File: src/rtl/operand_fetch.sv
// ============================================================================
// Module      : operand_fetch
// Description : Multicycle operand-fetch stage ahead of the ALU. Holds an
//               NREGS x WIDTH register file, reads Rn into operand A and Rm
//               through a 1-bit shifter into operand B, then presents
//               ain/bin/aluop_out to the ALU with a valid/ready handshake.
//               Optional macro OPERAND_FETCH_BYPASS_EN forwards a same-edge
//               register write to the operand being fetched.
// Revision    : 1.0 - initial release
// ============================================================================
`default_nettype none

module operand_fetch #(
  parameter int WIDTH = 16,
  parameter int NREGS = 8,
  parameter int RSEL  = 3
) (
  input  logic             clk,
  input  logic             reset,
  input  logic             write,
  input  logic [RSEL-1:0]  writenum,
  input  logic [WIDTH-1:0] data_in,
  input  logic             start,
  input  logic [RSEL-1:0]  rn,
  input  logic [RSEL-1:0]  rm,
  input  logic [1:0]       shift,
  input  logic [1:0]       aluop,
  input  logic             ready,
  output logic [WIDTH-1:0] ain,
  output logic [WIDTH-1:0] bin,
  output logic [1:0]       aluop_out,
  output logic             valid,
  output logic             busy
);

  typedef enum logic [1:0] {
    S_IDLE  = 2'd0,
    S_LOADA = 2'd1,
    S_LOADB = 2'd2,
    S_VALID = 2'd3
  } state_t;

  state_t state, state_next;

  logic [WIDTH-1:0] regs [NREGS];

  // Request fields captured when a fetch is accepted
  logic [RSEL-1:0] rn_q;
  logic [RSEL-1:0] rm_q;
  logic [1:0]      shift_q;
  logic [1:0]      aluop_q;

  logic [WIDTH-1:0] read_a;
  logic [WIDTH-1:0] read_b;

  // 1-bit shifter; shifted-out bits are dropped, width is preserved
  function automatic logic [WIDTH-1:0] shift_op(input logic [WIDTH-1:0] x,
                                                input logic [1:0]       op);
    case (op)
      2'b01:   shift_op = {x[WIDTH-2:0], 1'b0};
      2'b10:   shift_op = {1'b0, x[WIDTH-1:1]};
      2'b11:   shift_op = {x[WIDTH-1], x[WIDTH-1:1]};
      default: shift_op = x;
    endcase
  endfunction

  // Register file write port, live in every FSM state
  always_ff @(posedge clk or posedge reset) begin
    if (reset) begin
      for (int i = 0; i < NREGS; i++) begin
        regs[i] <= '0;
      end
    end else if (write) begin
      regs[writenum] <= data_in;
    end
  end

  // Operand read selection; the bypass build forwards a same-edge write
  always_comb begin
    read_a = regs[rn_q];
    read_b = regs[rm_q];
`ifdef OPERAND_FETCH_BYPASS_EN
    if (write && (writenum == rn_q)) read_a = data_in;
    if (write && (writenum == rm_q)) read_b = data_in;
`endif
  end

  // State register
  always_ff @(posedge clk or posedge reset) begin
    if (reset) state <= S_IDLE;
    else       state <= state_next;
  end

  // Next-state logic; start is only honoured in IDLE and never queued
  always_comb begin
    state_next = state;
    case (state)
      S_IDLE:  if (start) state_next = S_LOADA;
      S_LOADA: state_next = S_LOADB;
      S_LOADB: state_next = S_VALID;
      S_VALID: if (ready) state_next = S_IDLE;
      default: state_next = S_IDLE;
    endcase
  end

  // valid/busy are registered decodes of the upcoming state
  always_ff @(posedge clk or posedge reset) begin
    if (reset) begin
      valid <= 1'b0;
      busy  <= 1'b0;
    end else begin
      valid <= (state_next == S_VALID);
      busy  <= (state_next != S_IDLE);
    end
  end

  // Capture the request so later changes on rn/rm/shift/aluop do not matter
  always_ff @(posedge clk or posedge reset) begin
    if (reset) begin
      rn_q    <= '0;
      rm_q    <= '0;
      shift_q <= 2'b00;
      aluop_q <= 2'b00;
    end else if ((state == S_IDLE) && start) begin
      rn_q    <= rn;
      rm_q    <= rm;
      shift_q <= shift;
      aluop_q <= aluop;
    end
  end

  // Operand registers: loaded in LOADA/LOADB, held otherwise (incl. VALID)
  always_ff @(posedge clk or posedge reset) begin
    if (reset) begin
      ain       <= '0;
      bin       <= '0;
      aluop_out <= 2'b00;
    end else begin
      if (state == S_LOADA) begin
        ain <= read_a;
      end
      if (state == S_LOADB) begin
        bin       <= shift_op(read_b, shift_q);
        aluop_out <= aluop_q;
      end
    end
  end

endmodule

`default_nettype wire
File: config.mk
export PLATFORM = sky130hd
export DESIGN_NAME = operand_fetch
export DESIGN_NICKNAME = d
export VERILOG_FILES = /design/src/rtl/operand_fetch.sv
export SDC_FILE = /design/constraint.sdc
export NUM_CORES = 1
export LEC_CHECK = 0
export CORE_ASPECT_RATIO = 0.5
export CORE_MARGIN = 2
export CORE_UTILIZATION = 50
export CTS_CLUSTER_DIAMETER = 50
export DETAILED_ROUTE_END_ITERATION = 12
export PLACE_DENSITY = 0.77
export SLEW_MARGIN = 20
export SYNTH_ARGS = -nofsm -noshare
export SYNTH_HDL_FRONTEND = slang
export SYNTH_SLANG_ARGS = --single-unit
File: constraint.sdc
create_clock -name clk -period 7.2 [get_ports clk]
set_input_delay 1.44 -clock clk [delete_from_list [all_inputs] [get_ports clk]]
set_output_delay 1.44 -clock clk [all_outputs]
set_load 0.005 [all_outputs]
* Yosys cells after proc, flatten, opt, wreduce, memory -nomap -nowiden *
Index checks and enable logic that the tools add are counted.

operators by class
  mux-type cells = 13
  reduce and logical (&&, ||, !) cells = 4
  $lt $le $gt $ge = 4
  bitwise operators = 3
  eq/ne operators = 7

operator list
  operator                                             count
  bitwise mux 128 bit                                  1
  binary-select mux 16 bit (select 3 bit)              2
  2-to-1 mux 16 bit                                    5
  demux 16 bit (select 3 bit)                          1
  case mux 16 bit (3 select lines)                     1
  >= comparator 4 bit, second input constant           3
  inverter 3 -> 4 bit                                  3
  equality test 2 bit, second input constant           5
  case mux 2 bit (4 select lines)                      1
  equality test 2 x 1 -> 1 bit, second input constant  2
  < comparator 4 x 1 -> 1 bit, second input constant   1
  2-to-1 mux 2 bit                                     2
  logical AND 1 bit                                    2
  logical NOT 2 bit                                    1
  nonzero test 2 bit                                   1

word-level totals
  input port bits = 34
  word-level logic and storage cells = 49
  register bits after elaboration = 176
  output and inout bits = 36

* Longest topological paths before layout *
  depth in word-level cells = 6
  mapped depth = 7
  gate-level depth less buffers = 4

* Least setup slack after synthesis *
No wires, ideal clock.

  kind = input port to flip-flop
  from = in writenum[0]
  to = reg regs[80] in the netlist's numbering
  path buffers = 2
  library setup time = 125 ps
  data required time = 7075 ps
  setup slack = 4392 ps
  stages = 5
  arrival time = 2683 ps
  cells stage by stage = clkbuf_1 > nand2b_4 > nor3b_2 > buf_4 > mux2_2

on the way
  word-level cells in the longest chain between the ends = 6
  elaborated cells on any way between the ends = 7
  classes of those cells = order compare (2); mux (3); bitwise (1); reduce/logical (1)

ends and longest elaborated chain
  element                                                                                          RTL line  source
  start: declaration                                                                               21        input logic [RSEL-1:0] writenum,
  inverter 3 -> 4 bit (implied by the code) (*)                                                    74        regs[writenum] <= data_in;
  >= comparator 4 bit (implied by the code) / < comparator 4 x 1 -> 1 bit (equally long branches)  74
  logical AND 1 bit (implied by the code)                                                          74
  2-to-1 mux 16 bit (implied by the code)                                                          74
  demux 16 bit (select 3 bit) (*)                                                                  74
  bitwise mux 128 bit (*)                                                                          74
  end signal: indexed assignment                                                                   74
  end: declaration                                                                                 45        logic [WIDTH-1:0] regs [NREGS];

Every way passes the cells marked *; elsewhere a longest branch is shown, timed or not.
A chain may end at the register's enable or synchronous reset.

* Worst setup path in the final report *
  from = in writenum[2]
  to = reg regs[24] in the netlist's numbering

Same word-level chain as after synthesis.

==> impl_metrics.env <==
export IMPL_r2r_slack_ns=4.47
export IMPL_worst_path_buf_inv=1
export IMPL_finalHoldViolCount=0
export IMPL_fin_cells=938
export IMPL_critical_path_depth=3
export IMPL_cts_inserted_buffers=17
export IMPL_p_per_area_nw_per_um2=421.1
export IMPL_period_needed_ns=3.339
export IMPL_via_count=5761
export IMPL_cp_start_kind="input pin"
export IMPL_drc=0
export IMPL_crit_type="input pin to flop"
export IMPL_clock_skew_ns=0.009818
export IMPL_ys_async_sr_fraction=1.000
export IMPL_holdWs_ns=0.4772
export IMPL_synth_area_sq_um=8753
export IMPL_vias_per_cell=6.142
export IMPL_grt_overflow_total=0
export IMPL_placed_cell_area_sq_um=9600
export IMPL_synthCells=635
export IMPL_post_route_util=0.5919
export IMPL_worst_path_max_fanout=16
export IMPL_syn2layout_area_growth_pct=16.78
export IMPL_worstReg2RegEnd="bin[14]"
export IMPL_fin_ws_ns=3.861
export IMPL_max_stage_delay_ns=0.93
export IMPL_dp_cells=905
export IMPL_initial_core_util=0.5068
export IMPL_grt_max_degree=110
export IMPL_post_cts_buffers=0
export IMPL_ys_types=32
export IMPL_final_period_utilization=0.4637
export IMPL_htreeDepth=4
export IMPL_place_hpwl_um=13320
export IMPL_insertion_delay_ns=0.43
export IMPL_crit_path_start="writenum[2]"
export IMPL_wl_per_cell_um=22.56
export IMPL_grt_pass1_wl_um=33870
export IMPL_rsz0062_at_grt="no"
export IMPL_netlist_area_leader_share=0.5031
export IMPL_vdd_ir_drop_max_mv=0.2176
export IMPL_syn_num_nets=669
export IMPL_min_delay_path_class="flop to flop"
export IMPL_ios=70
export IMPL_cts_num_sinks=176
export IMPL_grt_usage=0.2391
export IMPL_die_area_sq_um=18650
export IMPL_cts_repair_resized=0
export IMPL_post_place_ws_ns=3.430
export IMPL_setup_viol=0
export IMPL_cp_top_family="simple AND/OR/NAND/NOR gates"
export IMPL_drt_iter0_drc=594
export IMPL_arrival_ns=3.64
export IMPL_die_w_um=191.1
export IMPL_grt_antenna_before_repair=0
export IMPL_worstHoldStart="ain[10]"
export IMPL_fin_setup_tns_ns=0
export IMPL_ys_ff_latch=176
export IMPL_path_cells="clkdlybuf4s50_1, nand4b_1, mux2_2"
export IMPL_diodes=0
export IMPL_synth_commonest_cells="176 x dfrtp_1, 142 x mux2_2, 72 x mux2i_1, 36 x nand3_1, 32 x mux4_2"
export IMPL_ant_nets=0
export IMPL_timing_rr_start="rm_q[0]"
export IMPL_core_sq_um=17270
export IMPL_p_leak_nw=4.252
export IMPL_slew_viol_final=0
export IMPL_worstMarginPinSlew_ns=1.141
export IMPL_yosysSeqAreaShare=0.5031
export IMPL_ctsHoldBuffers=0
export IMPL_total_power_mw=4.304
export IMPL_fmax_mhz=299.5
export IMPL_cts_root_buf="clkbuf_16"
export IMPL_wl_um=21160
export IMPL_drive_above_1_share=0.3338
export IMPL_synth_most_common_cell="dfrtp_1"
export IMPL_fill_cells=1359
export IMPL_rows=34
export IMPL_avgSynthCellArea_sq_um=13.78
export IMPL_fin_area_sq_um=10220
export IMPL_gp_congestion=0.8068
export IMPL_clkTransAtPathRegs_ns=0.07
export IMPL_grt_pass1_vias=6023
export IMPL_crit_end="regs[24]"
export IMPL_required_ns=7.51
export IMPL_fin_nets=725
export IMPL_slowest_stage="nand4b_1"
export IMPL_status="finished, final reports clean"
export IMPL_synth_edff_count=0
export IMPL_yosys_warnings=0
export IMPL_relSlewSlack=0.2353
export IMPL_cts_tree="built"
export IMPL_yosys_top_cells_area="dfrtp_1 50%, mux2_2 18%, mux2i_1 8.2%"
export IMPL_die_h_um=97.56
export IMPL_firstDrtPassIters=5
export IMPL_cts_buffer_depth=2
export IMPL_drv_cap=0
export IMPL_port_buffers=69
export IMPL_cp_end_kind="flop"
export IMPL_r2r_cells=5
export IMPL_synth_top_area_cell="dfrtp_1"
export IMPL_synth_ff_type="dfrtp_1"
state kept, by name, indices dropped and copies added (netlist names):
name       count
regs         128
ain           16
bin           16
rm_q           3
rn_q           3
aluop_out      2
aluop_q        2
shift_q        2
state          2
busy           1
valid          1
layer usage:
metal	track usage	up-vias	wire length (um)
met5	0	-	0
met4	0.05680	0	236
met3	0.03756	21	1107
met2	0.3902	173	10200
met1	0.3387	3054	9613
li1	-	2513	-
logic make-up after synthesis:
group | after synthesis | share of synthesized area
flops | 176 | 0.5031
buf+inv | 49 | 0.03002
simple gates | 95 | 0.05503
mux | 250 | 0.3593
compound gates | 65 | 0.05246
placed cells by master (no fill, tap or decap), types with 2 or more instances in the layout:
cell type and instances:
nor3b_2 2, nand2b_1 2, nand2_1 22, clkbuf_16 17
inv_8 4, a32oi_1 4, a41oi_1 11, clkinv_4 3
nand4b_1 3, a31oi_1 4, mux2i_1 72, dfrtp_2 3
nor2_1 18, o21ai_0 16, mux4_2 32, clkinvlp_4 2
nor2b_2 3, nand3_1 36, dfrtp_1 173, buf_4 14
nor3_2 2, clkdlybuf4s50_1 69, mux4_1 4, a22oi_1 28
inv_6 4, mux2_2 142
worst min-delay path by stage:
stage | endpoint | slack [ns] | depth (start not counted)
5_1_grt | ain[0] | 0.52 | 2
2_1_floorplan | ain[0] | 0.47 | 2
3_5_place_dp | ain[10] | 0.47 | 2
6_report | ain[10] | 0.48 | 2
4_1_cts | ain[10] | 0.49 | 2
3_3_place_gp | ain[7] | 0.46 | 2
report_power, final:
part           leakage (nW)  switching (mW)  internal (mW)  total [mW]
clock                 0.285           0.437          0.494       0.931
combinational          1.86           0.792          0.935        1.73
sequential             2.11           0.360           1.29        1.65
total                  4.25            1.59           2.72        4.30
worst reg2reg max path: stages (launching register included):
cell and delay (ns):
dfrtp_2 0.94, buf_4 0.62, mux2i_1 0.18, a22oi_1 0.45, a32oi_1 0.22, a31oi_1 0.23
cell type report:
type / count / area, sq um / area share
sequential: 176 / 4408 / 0.4312
clock buffer: 17 / 425.4 / 0.04162
multi-input combinational: 410 / 4096 / 0.4007
clock inverter: 15 / 163.9 / 0.01603
inverter: 2 / 12.51 / 0.001224
tap: 234 / 292.8 / 0.02864
timing repair buffer: 84 / 823.3 / 0.08054
Power figures use the tool's default switching activity.
